### config.mk
export PLATFORM = sky130hd
export DESIGN_NAME = prefetch_queue
export DESIGN_NICKNAME = d
export VERILOG_FILES = /design/src/rtl/prefetch_queue.sv
export SDC_FILE = /design/constraint.sdc
export NUM_CORES = 1
export LEC_CHECK = 0
export CORE_MARGIN = 2
export CORE_UTILIZATION = 55
export CTS_CLUSTER_SIZE = 30
export DETAILED_ROUTE_END_ITERATION = 8
export PLACE_DENSITY = 0.8
export SYNTH_ARGS = -nofsm -noshare
export SYNTH_HDL_FRONTEND = slang
export SYNTH_SLANG_ARGS = --single-unit
### constraint.sdc
create_clock -name clk -period 7.36 [get_ports clk]
set_input_delay 1.104 -clock clk [delete_from_list [all_inputs] [get_ports clk]]
set_output_delay 1.104 -clock clk [all_outputs]
set_load 0.1 [all_outputs]
### src/rtl/prefetch_queue.sv
// Instruction prefetch queue: single-outstanding fetch controller feeding a DEPTH-entry FIFO.
// Optional macro PREFETCH_BYPASS_EN forwards an acked word straight to decode when the queue is empty.
module prefetch_queue #(
    parameter int unsigned DEPTH    = 4,
    parameter logic [31:0] RESET_PC = 32'h0000_0000
) (
    input  logic                     clk,
    input  logic                     rst_n,
    output logic                     f_enable,
    output logic [31:0]              f_addr,
    input  logic [31:0]              f_data,
    input  logic                     f_ack,
    output logic [31:0]              q_instr,
    output logic [31:0]              q_pc,
    output logic                     q_valid,
    input  logic                     q_ready,
    input  logic                     redirect,
    input  logic [31:0]              redirect_pc,
    output logic [$clog2(DEPTH):0]   count
);

    localparam int unsigned AW = $clog2(DEPTH);
    localparam int unsigned CW = $clog2(DEPTH) + 1;

    typedef enum logic [1:0] {
        S_IDLE   = 2'd0,
        S_BUSY   = 2'd1,
        S_SQUASH = 2'd2
    } state_e;

    state_e         state_q, state_d;
    logic [31:0]    pc_q, pc_d;
    logic           f_enable_q, f_enable_d;
    logic [31:0]    f_addr_q, f_addr_d;
    logic [CW-1:0]  count_q, count_d;
    logic [AW-1:0]  rd_ptr_q, rd_ptr_d;
    logic [AW-1:0]  wr_ptr_q, wr_ptr_d;
    logic [31:0]    instr_mem_q [DEPTH];
    logic [31:0]    pc_mem_q    [DEPTH];

    logic           push_c;
    logic           pop_c;
    logic           bypass_c;
    logic [31:0]    redirect_pc_c;

    assign redirect_pc_c = {redirect_pc[31:2], 2'b00};

    // Fetch controller next-state logic
    always_comb begin
        state_d    = state_q;
        pc_d       = pc_q;
        f_enable_d = f_enable_q;
        f_addr_d   = f_addr_q;
        push_c     = 1'b0;
        bypass_c   = 1'b0;
        case (state_q)
            S_IDLE: begin
                if (redirect) begin
                    pc_d = redirect_pc_c;
                end else if (count_q < CW'(DEPTH)) begin
                    f_enable_d = 1'b1;
                    f_addr_d   = pc_q;
                    state_d    = S_BUSY;
                end
            end
            S_BUSY: begin
                if (redirect) begin
                    pc_d = redirect_pc_c;
                    if (f_ack) begin
                        f_enable_d = 1'b0;
                        state_d    = S_IDLE;
                    end else begin
                        state_d    = S_SQUASH;
                    end
                end else if (f_ack) begin
                    push_c     = 1'b1;
                    pc_d       = pc_q + 32'd4;
                    f_enable_d = 1'b0;
                    state_d    = S_IDLE;
`ifdef PREFETCH_BYPASS_EN
                    if (count_q == '0) begin
                        bypass_c = 1'b1;
                        // Word consumed directly by decode never enters storage
                        if (q_ready) push_c = 1'b0;
                    end
`endif
                end
            end
            S_SQUASH: begin
                if (redirect) pc_d = redirect_pc_c;
                if (f_ack) begin
                    f_enable_d = 1'b0;
                    state_d    = S_IDLE;
                end
            end
            default: begin
                f_enable_d = 1'b0;
                state_d    = S_IDLE;
            end
        endcase
    end

    // Queue pointer and occupancy; a redirect flush overrides push and pop
    always_comb begin
        pop_c    = (count_q != '0) && q_ready && !redirect;
        count_d  = count_q;
        rd_ptr_d = rd_ptr_q;
        wr_ptr_d = wr_ptr_q;
        if (redirect) begin
            count_d  = '0;
            rd_ptr_d = '0;
            wr_ptr_d = '0;
        end else begin
            if (push_c) wr_ptr_d = wr_ptr_q + AW'(1);
            if (pop_c)  rd_ptr_d = rd_ptr_q + AW'(1);
            case ({push_c, pop_c})
                2'b10:   count_d = count_q + CW'(1);
                2'b01:   count_d = count_q - CW'(1);
                default: count_d = count_q;
            endcase
        end
    end

    always_ff @(posedge clk or negedge rst_n) begin
        if (!rst_n) begin
            state_q    <= S_IDLE;
            pc_q       <= RESET_PC;
            f_enable_q <= 1'b0;
            f_addr_q   <= RESET_PC;
            count_q    <= '0;
            rd_ptr_q   <= '0;
            wr_ptr_q   <= '0;
        end else begin
            state_q    <= state_d;
            pc_q       <= pc_d;
            f_enable_q <= f_enable_d;
            f_addr_q   <= f_addr_d;
            count_q    <= count_d;
            rd_ptr_q   <= rd_ptr_d;
            wr_ptr_q   <= wr_ptr_d;
        end
    end

    // Storage needs no reset: head outputs are masked while the queue is empty
    always_ff @(posedge clk) begin
        if (push_c && !redirect) begin
            instr_mem_q[wr_ptr_q] <= f_data;
            pc_mem_q[wr_ptr_q]    <= pc_q;
        end
    end

    always_comb begin
        q_valid = (count_q != '0);
        q_instr = q_valid ? instr_mem_q[rd_ptr_q] : 32'h0;
        q_pc    = q_valid ? pc_mem_q[rd_ptr_q]    : 32'h0;
        if (bypass_c) begin
            q_valid = 1'b1;
            q_instr = f_data;
            q_pc    = pc_q;
        end
    end

    assign f_enable = f_enable_q;
    assign f_addr   = f_addr_q;
    assign count    = count_q;

endmodule

### Yosys cells after proc, flatten, opt, wreduce, memory -nomap -nowiden

Memory sizes are Yosys's and may differ from the RTL's.
Cells that the tools add are included.

| storage, ports and cells | value |
|---|---|
| flip-flop bits (word level) | 74 |
| bits in latches | 0 |
| memory bits (writable) | 256 |
| bits in read-only memories | 0 |
| input bits | 69 |
| output and inout bits | 101 |
| logic and storage cells | 68 |
| memories kept | 2 |

Memories:

| name | depth | width | read ports | clocked after Yosys merged registers in | wr ports | RTL line | RTL |
|---|---|---|---|---|---|---|---|
| instr_mem_q | 4 | 32 | 1 | 0 | 1 | 38 | `logic [31:0] instr_mem_q [DEPTH];` |
| pc_mem_q | 4 | 32 | 1 | 0 | 1 | 39 | `logic [31:0] pc_mem_q [DEPTH];` |

| cells by class | value |
|---|---|
| add/subtract/negate cells | 5 |
| $mul | 0 |
| div/mod/pow operators | 0 |
| order comparisons | 1 |
| equal/unequal tests | 9 |
| shifts and indexed selects | 0 |
| mux-type cells | 27 |
| bitwise gates (word level) | 1 |
| reduce and logical (&&, ||, !) cells | 16 |

Operators by type and width:

| kind | count |
|---|---|
| 2-to-1 mux 32 bit | 5 |
| one-hot mux 32 bit (2 select lines) | 1 |
| adder 32 x 3 -> 32 bit (second input constant) | 1 |
| 2-to-1 mux 2 bit | 9 |
| AND reduction 3 bit | 3 |
| 2-to-1 mux 1 bit | 8 |
| one-hot mux 2 bit (3 select lines) | 1 |
| one-hot mux 3 bit (2 select lines) | 1 |
| nonzero test 2 bit | 3 |
| nonzero test 3 bit | 2 |
| adder 2 x 1 -> 2 bit (second input constant) | 2 |
| == test 2 x 1 -> 1 bit (second input constant) | 2 |
| == test 2 bit (second input constant) | 2 |
| inequality test 2 x 1 -> 1 bit (second input constant) | 2 |
| inequality test 2 bit (second input constant) | 2 |
| OR reduction 2 bit | 2 |
| adder 3 x 1 -> 3 bit (second input constant) | 1 |
| logical AND 1 bit | 3 |
| < comparator 3 bit (second input constant) | 1 |
| 2-to-1 mux 3 bit | 1 |
| inequality test 3 bit (second input constant) | 1 |
| subtractor 3 x 1 -> 3 bit (second input constant) | 1 |
| logical NOT 2 bit | 1 |
| one-hot mux 1 bit (2 select lines) | 1 |
| 3 further kinds | 3 |

### Longest topological paths before layout

Gate-level depths: netlist of the first run.

| logic depth | value |
|---|---|
| depth after elaboration | 6 |
| depth in mapped cells | 9 |
| depth with buffers taken out | 8 |

### Worst setup path after synthesis of the first run

No wires, ideal clock.

| timing path | value |
|---|---|
| path type | input port to flip-flop |
| start point | in redirect |
| end point | mem instr_mem_q[1][0] (enable) |
| setup time | 0.571 ns |
| arrival | 6.035 ns |
| data required time | 6.789 ns |
| setup slack | 0.754 ns |
| stages | 3 |
| buffers on the path | 2 |
| cell sequence | buf_2 -> buf_1 -> nor3b_1 |

| between the ends | value |
|---|---|
| longest elaborated chain between the ends | 5 |
| elaborated cells on any way between the ends | 6 |
| those cells by class | mux (4); reduce/logical (2) |

RTL lines:

| element | RTL line | RTL |
|---|---|---|
| from (decl) | 17 | `input logic redirect,` |
| 2-to-1 mux 1 bit | 67 | `if (redirect) begin` |
| 2-to-1 mux 1 bit | 56 | `case (state_q)` |
| logical AND 1 bit * | 146 | `if (push_c && !redirect) begin` |
| 2-to-1 mux 1 bit * | 146 |  |
| 2-to-1 mux 1 bit (not written as such) * | 147 | `instr_mem_q[wr_ptr_q] <= f_data;` |
| to (decl) | 38 |  |

Mark *: on every way between the ends. The rest lies on a longest branch, timed or not.

### Final worst setup path of the first run

| timing path | value |
|---|---|
| start point | reg rd_ptr_q[0] |
| end point | out q_instr[10] |

| between the ends | value |
|---|---|
| longest elaborated chain between the ends | 2 |

RTL lines:

| element | RTL line | RTL |
|---|---|---|
| from (decl) | 36 | `logic [AW-1:0] rd_ptr_q, rd_ptr_d;` |
| from (signal assigned) | 139 | `rd_ptr_q <= rd_ptr_d;` |
| memory (4 x 32 bit) | -- |  |
| 2-to-1 mux 32 bit | 154 | `q_instr = q_valid ? instr_mem_q[rd_ptr_q] : 32'h0;` |
| to (decl) | 13 | `output logic [31:0] q_instr,` |

No other way between the ends.

==> results of run 1 <==
==> critical path, stage by stage (launching register included) <==
cell and delay, ps:
dfrtp_4 970, buf_4 570, mux4_2 580, and2_1 180, clkdlybuf4s50_1 970
==> layer usage <==
layer / part of all wire, % / track usage, %
met5: 0 / 0
met4: 1.6 / 5.23
met3: 7.0 / 3.08
met2: 48 / 34.6
met1: 44 / 31.6
==> per-stage QoR <==
stage / util [%] / worst slack (ps) / hold slack (ps) / cell area [µm²] / std cells
global placement: 64.0 / 2930 / 490 / 15000 / 1219
global route: 68.8 / 2140 / 511 / 16200 / 1276
finish: 68.8 / 2420 / 508 / 16200 / 1276
detailed placement: 64.0 / 2890 / 495 / 15000 / 1219
CTS: 68.8 / 2300 / 509 / 16200 / 1276
floorplan: - / 754 / 471 / 13100 / 776
==> registers in the layout (all words and copies together) (netlist names), 2 cells and up <==
name,count
count,3
f_addr,30
instr_mem_q,128
pc_mem_q,120
pc_q,30
rd_ptr_q,2
state_q,2
wr_ptr_q,2
==> area by class of cell <==
class,instances,share of cell area (%)
multi-input cells,399,22.8
inverters,9,0.209
clock inverters,17,1.57
repair buffers,174,10.6
flip-flops and latches,318,57.0
clock buffers,40,5.38
well taps,319,2.47
==> kinds of logic after synthesis <==
kind of cell	synth area share, %
AO/OA/AOI/OAI	4.63
XOR/XNOR	0.334
adder cells (fa/ha/maj)	1.01
buffers and inverters	2.11
flip-flops	70.1
multiplexers	13.8
other	0.0286
AND/OR/NAND/NOR	7.99
==> worst paths after layout <==
check	startpoint	to	cells past startpoint	slack, ps
setup reg to reg	count[2]	count[2]	7	4770
setup / recovery	rd_ptr_q[0]	q_instr[10]	4	2420
min in group asynchronous	rst_n	f_addr[15]	2	780
max in group asynchronous	rst_n	rd_ptr_q[0]	2	5880
hold reg to reg	f_addr[12]	f_addr[12]	1	510
hold / removal	f_addr[12]	f_addr[12]	1	510
==> cells in the final DEF, fill, tap and decap left out, types with 20 or more instances in the layout <==
cell and count:
mux2_2 30, nor2_1 20, nand2_1 32, edfxtp_1 248, mux4_2 62, dfrtp_1 68, and2_1 63, clkdlybuf4s50_1 162
clkbuf_16 31, a21oi_1 36
==> results by group, run 1 <==
Final layout
  • Layout cells sized above 1: 18.0%
  • Antenna diodes: 0
  • Multi-input gate area: 3680 µm²
  • Storage cell area: 9200 µm²
  • Fill cells: 1555
  • Area growth from synthesis to layout: 23.2%
  • Final net count: 1012

Logic synthesis
  • Top-count cell post-synth: edfxtp_1
  • Post-synth top flop: edfxtp_1
  • Synthesized area per cell: 17.0 µm²
  • Top-area cell type share of the netlist area: 56.8%
  • Post-synth EDFFs: 248
  • Synthesized flop and latch total: 318
  • Sequential fraction of the synthesis area: 70.1%
  • Syn Inst Count: 773
  • Total number of yosys warnings: 0
  • Synth area leaders: edfxtp_1 (57%), dfrtp_1 (13%), mux4_2 (11%), and2_1 (3.0%), mux2_2 (2.6%)
  • Asr flop ratio synth: 22.0%
  • Yosys cell types: 52
  • Synth area leader: edfxtp_1
  • Top post-synthesis cells by count: edfxtp_1 (248), dfrtp_1 (70), and2_1 (63)
  • Mapped cell area: 13100 µm²

Setup path
  • Crit. End Element: output port
  • Worst Path Required: 6260 ps
  • WS Path Type: reg -> out
  • Startpoint Class: register
  • CP Data Arrival Time: 3840 ps
  • Crit-path max FO: 40

Die
  • Initial Util: 55.9%
  • Die Wd: 158 µm
  • Overall die height: 158 µm
  • Core footprint: 23500 µm²
  • Io pins: 170
  • Die area: 25100 µm²
  • # rows: 56

Timing
  • Slew @ Worst Pin: 1080 ps
  • Clock skew: 12.6 ps
  • Period utilization: 67.1%
  • Setup TNS Final: 0 ps
  • Final setup violation count: 0
  • Final Hold Viols: 0
  • Clock period minus worst slack: 4940 ps
  • Fmax: 202 MHz
  • Unrepaired setup endpoints after global routing: no
  • Max_slew headroom: 27.8%
  • Final slew viol count: 0

Clocking
  • CTS resizes: 0
  • Hold-fix buffers, CTS: 0
  • Post-CTS setup buffer count: 0
  • # clock sinks: 318
  • Clock Path Buffers: 3
  • CTS tree: yes
  • Clock transition at path regs: 60 ps
  • H-tree depth: 1
  • CTS root buf: clkbuf_16
  • Clk Latency, worst-skew pair: 540 ps
  • CTS Buf Count: 31

Placed design
  • DP HPWL: 15.6 mm
  • Gp weighted congestion: 0.828
  • Port bufs: 163

Global routing
  • Grt ovf: 0
  • Vias in the first global route: 7497
  • Pin count of the biggest net entering global routing: 71
  • Global-route wire length before repair: 41.1 mm
  • Total GRT Usage: 21.5%
  • Initial antenna violation count: 0

Drt
  • DRT Pass-1 Iters: 5
  • Number of routed nets with antenna violations: 0
  • Vias per inst: 5.82
  • Detailed Route WL: 26.5 mm
  • Drt drc: 0
  • Initial DRC Count: 704
  • DR vias: 7420
  • Routed len/inst: 20.7 µm

Min path
  • Hold Path Class: reg -> reg

Job
  • Max-cap viol count: 0

Outcome
  • Status: completed
Power of run 1 is not shown: default switching activity piles up to over one toggle a cycle in this logic, so the estimate is an artifact.
==> inputs of run 2 (changes only) <==
- clock period: 7.36 -> 4.7 ns (I/O delays scaled with it)
==> results by group, run 2 (synthesis gave the netlist of run 1 again) <==
Global routing
  • Initial antenna violation count: 0 (unchanged)
  • Grt ovf: 0 (unchanged)
  • Total GRT Usage: 21.1% (was 21.5%)
  • Pin count of the biggest net entering global routing: 63 (was 71)
  • Global-route wire length before repair: 40.1 mm (was 41.1 mm)
  • Vias in the first global route: 7256 (was 7497)

Timing
  • Clock period minus worst slack: 4000 ps
  • Final Hold Viols: 0 (unchanged)
  • Final slew viol count: 0 (unchanged)
  • Max_slew headroom: 32.7% (was 27.8%)
  • Clock skew: 15.9 ps (was 12.6 ps)
  • Slew @ Worst Pin: 1010 ps (was 1080 ps)
  • Period utilization: 85.0%
  • Final setup violation count: 0 (unchanged)
  • Fmax: 250 MHz
  • Unrepaired setup endpoints after global routing: no (unchanged)

Die
  • Io pins: 170 (unchanged)
  • Die Wd: 158 µm (unchanged)
  • Die area: 25100 µm² (unchanged)
  • Overall die height: 158 µm (unchanged)
  • Initial Util: 55.9% (unchanged)
  • # rows: 56 (unchanged)
  • Core footprint: 23500 µm² (unchanged)

Setup path
  • Worst Path Required: 3990 ps (was 6260 ps)
  • Reg-to-reg startpoint: count[2] (unchanged)
  • Startpoint Class: register (unchanged)
  • WS Path Type: reg -> out (unchanged)
  • R2R setup slack: 1920 ps (was 4770 ps)
  • CP Data Arrival Time: 3290 ps (was 3840 ps)
  • Reg2reg end: count[2] (unchanged)
  • Reg2Reg Depth: 7 (unchanged)
  • Crit. End Element: output port (unchanged)
  • Crit-path max FO: 57 (was 40)

Placed design
  • DP HPWL: 15.7 mm (was 15.6 mm)
  • Port bufs: 163 (unchanged)
  • Gp weighted congestion: 0.882 (was 0.828)

Final layout
  • Max reg flops: 128 (unchanged)
  • Most frequent cells in the layout: edfxtp_1 (248), clkdlybuf4s50_1 (121), dfrtp_1 (68) (was edfxtp_1 (248), clkdlybuf4s50_1 (162), dfrtp_1 (68))
  • Layout cells sized above 1: 22.6% (was 18.0%)
  • Largest reg by FF count: instr_mem_q (unchanged)
  • Largest regs: instr_mem_q (128), pc_mem_q (120) (unchanged)
  • Antenna diodes: 0 (unchanged)
  • Multi-input gate area: 3680 µm² (unchanged)
  • Final net count: 1017 (was 1012)
  • Commonest non-fill, non-tap cell in the layout: edfxtp_1 (unchanged)
  • Storage cell area: 9200 µm² (unchanged)
  • Area growth from synthesis to layout: 23.1% (was 23.2%)
  • Fill cells: 1508 (was 1555)
  • Fin util: 68.8% (about the same)

Drt
  • Initial DRC Count: 541 (was 704)
  • Number of routed nets with antenna violations: 0 (unchanged)
  • DR vias: 7420 (unchanged)
  • Detailed Route WL: 26.1 mm (was 26.5 mm)
  • DRT Pass-1 Iters: 5 (unchanged)
  • Drt drc: 0 (unchanged)
  • Routed len/inst: 20.4 µm (was 20.7 µm)
  • Vias per inst: 5.79 (was 5.82)

Clocking
  • CTS Buf Count: 31 (unchanged)
  • # clock sinks: 318 (unchanged)
  • Clk Latency, worst-skew pair: 560 ps (was 540 ps)
  • CTS resizes: 0 (unchanged)
  • Clock Path Buffers: 3 (unchanged)
  • CTS tree: yes (unchanged)
  • H-tree depth: 1 (unchanged)
  • CTS root buf: clkbuf_16 (unchanged)
  • Post-CTS setup buffer count: 0 (unchanged)
  • Clock transition at path regs: 60 ps (about the same)
  • Hold-fix buffers, CTS: 0 (unchanged)

Min path
  • Hold Path Class: in -> async (was reg -> reg)

Job
  • Max-cap viol count: 0 (unchanged)

Outcome
  • Status: completed (unchanged)
## run 2: changes by cell type in the layout (fill, tap and decap cells not counted), moves of 2 or more
cell             before  now
buf_12                0    5
clkdlybuf4s50_1     162  121
buf_4                11   52
inv_4                 0    2
clkinvlp_4            3    1
## run 2: worst max-delay path by stage
stage | from | endpoint | cells after the start
final | count[2] | q_pc[30] | 3
after global routing | count[2] | q_instr[7] | 3
after CTS | count[2] | q_pc[30] | 3
after detailed placement | count[2] | q_pc[30] | 3
after global placement | rd_ptr_q[1] | q_pc[8] | 4
after floorplan | redirect | instr_mem_q[1][0] | 3
## run 2: layout make-up
cell class,count,share of cell area (%)
Clock buffer,40,5.46
Clock inverter,18,1.44
Inverter,9,0.209
Multi-Input combinational cell,399,22.8
Sequential cell,318,57.0
Tap cell,319,2.47
Timing Repair Buffer,179,10.6
## run 2: critical path, stage by stage (launching register included)
cell             delay, ps
dfrtp_1                530
or3_2                  790
and2_1                 240
clkdlybuf4s50_1       1150
## run 2: per-stage QoR
stage | setup slack (ps) | hold WS, ps | cells | cell area, µm² | setup TNS [ps]
floorplan | -1510 | 409 | 776 | 13100 | -368640
global placement | 1270 | 491 | 1224 | 15000 | 0
detailed placement | 1240 | 496 | 1224 | 15000 | 0
CTS | 633 | 138 | 1282 | 16100 | 0
global route | 518 | 165 | 1282 | 16100 | 0
finish | 703 | 135 | 1282 | 16100 | 0
## run 2: layer usage
layer  wire length [µm]  track usage (%)  part of all wire (%)
met5                  0                0                     0
met4                380             4.76                   1.5
met3               2160             3.54                   8.3
met2              12600             33.6                    48
met1              11000             31.2                    42
Power of run 2 is left out for the same reason.
==> inputs of run 3 (changes only) <==
- CTS_CLUSTER_SIZE: 30 -> not set
==> results of run 3 <==
Final layout, timing and power as in run 2 (identical DEF).
Power of run 3 is left out for the same reason.
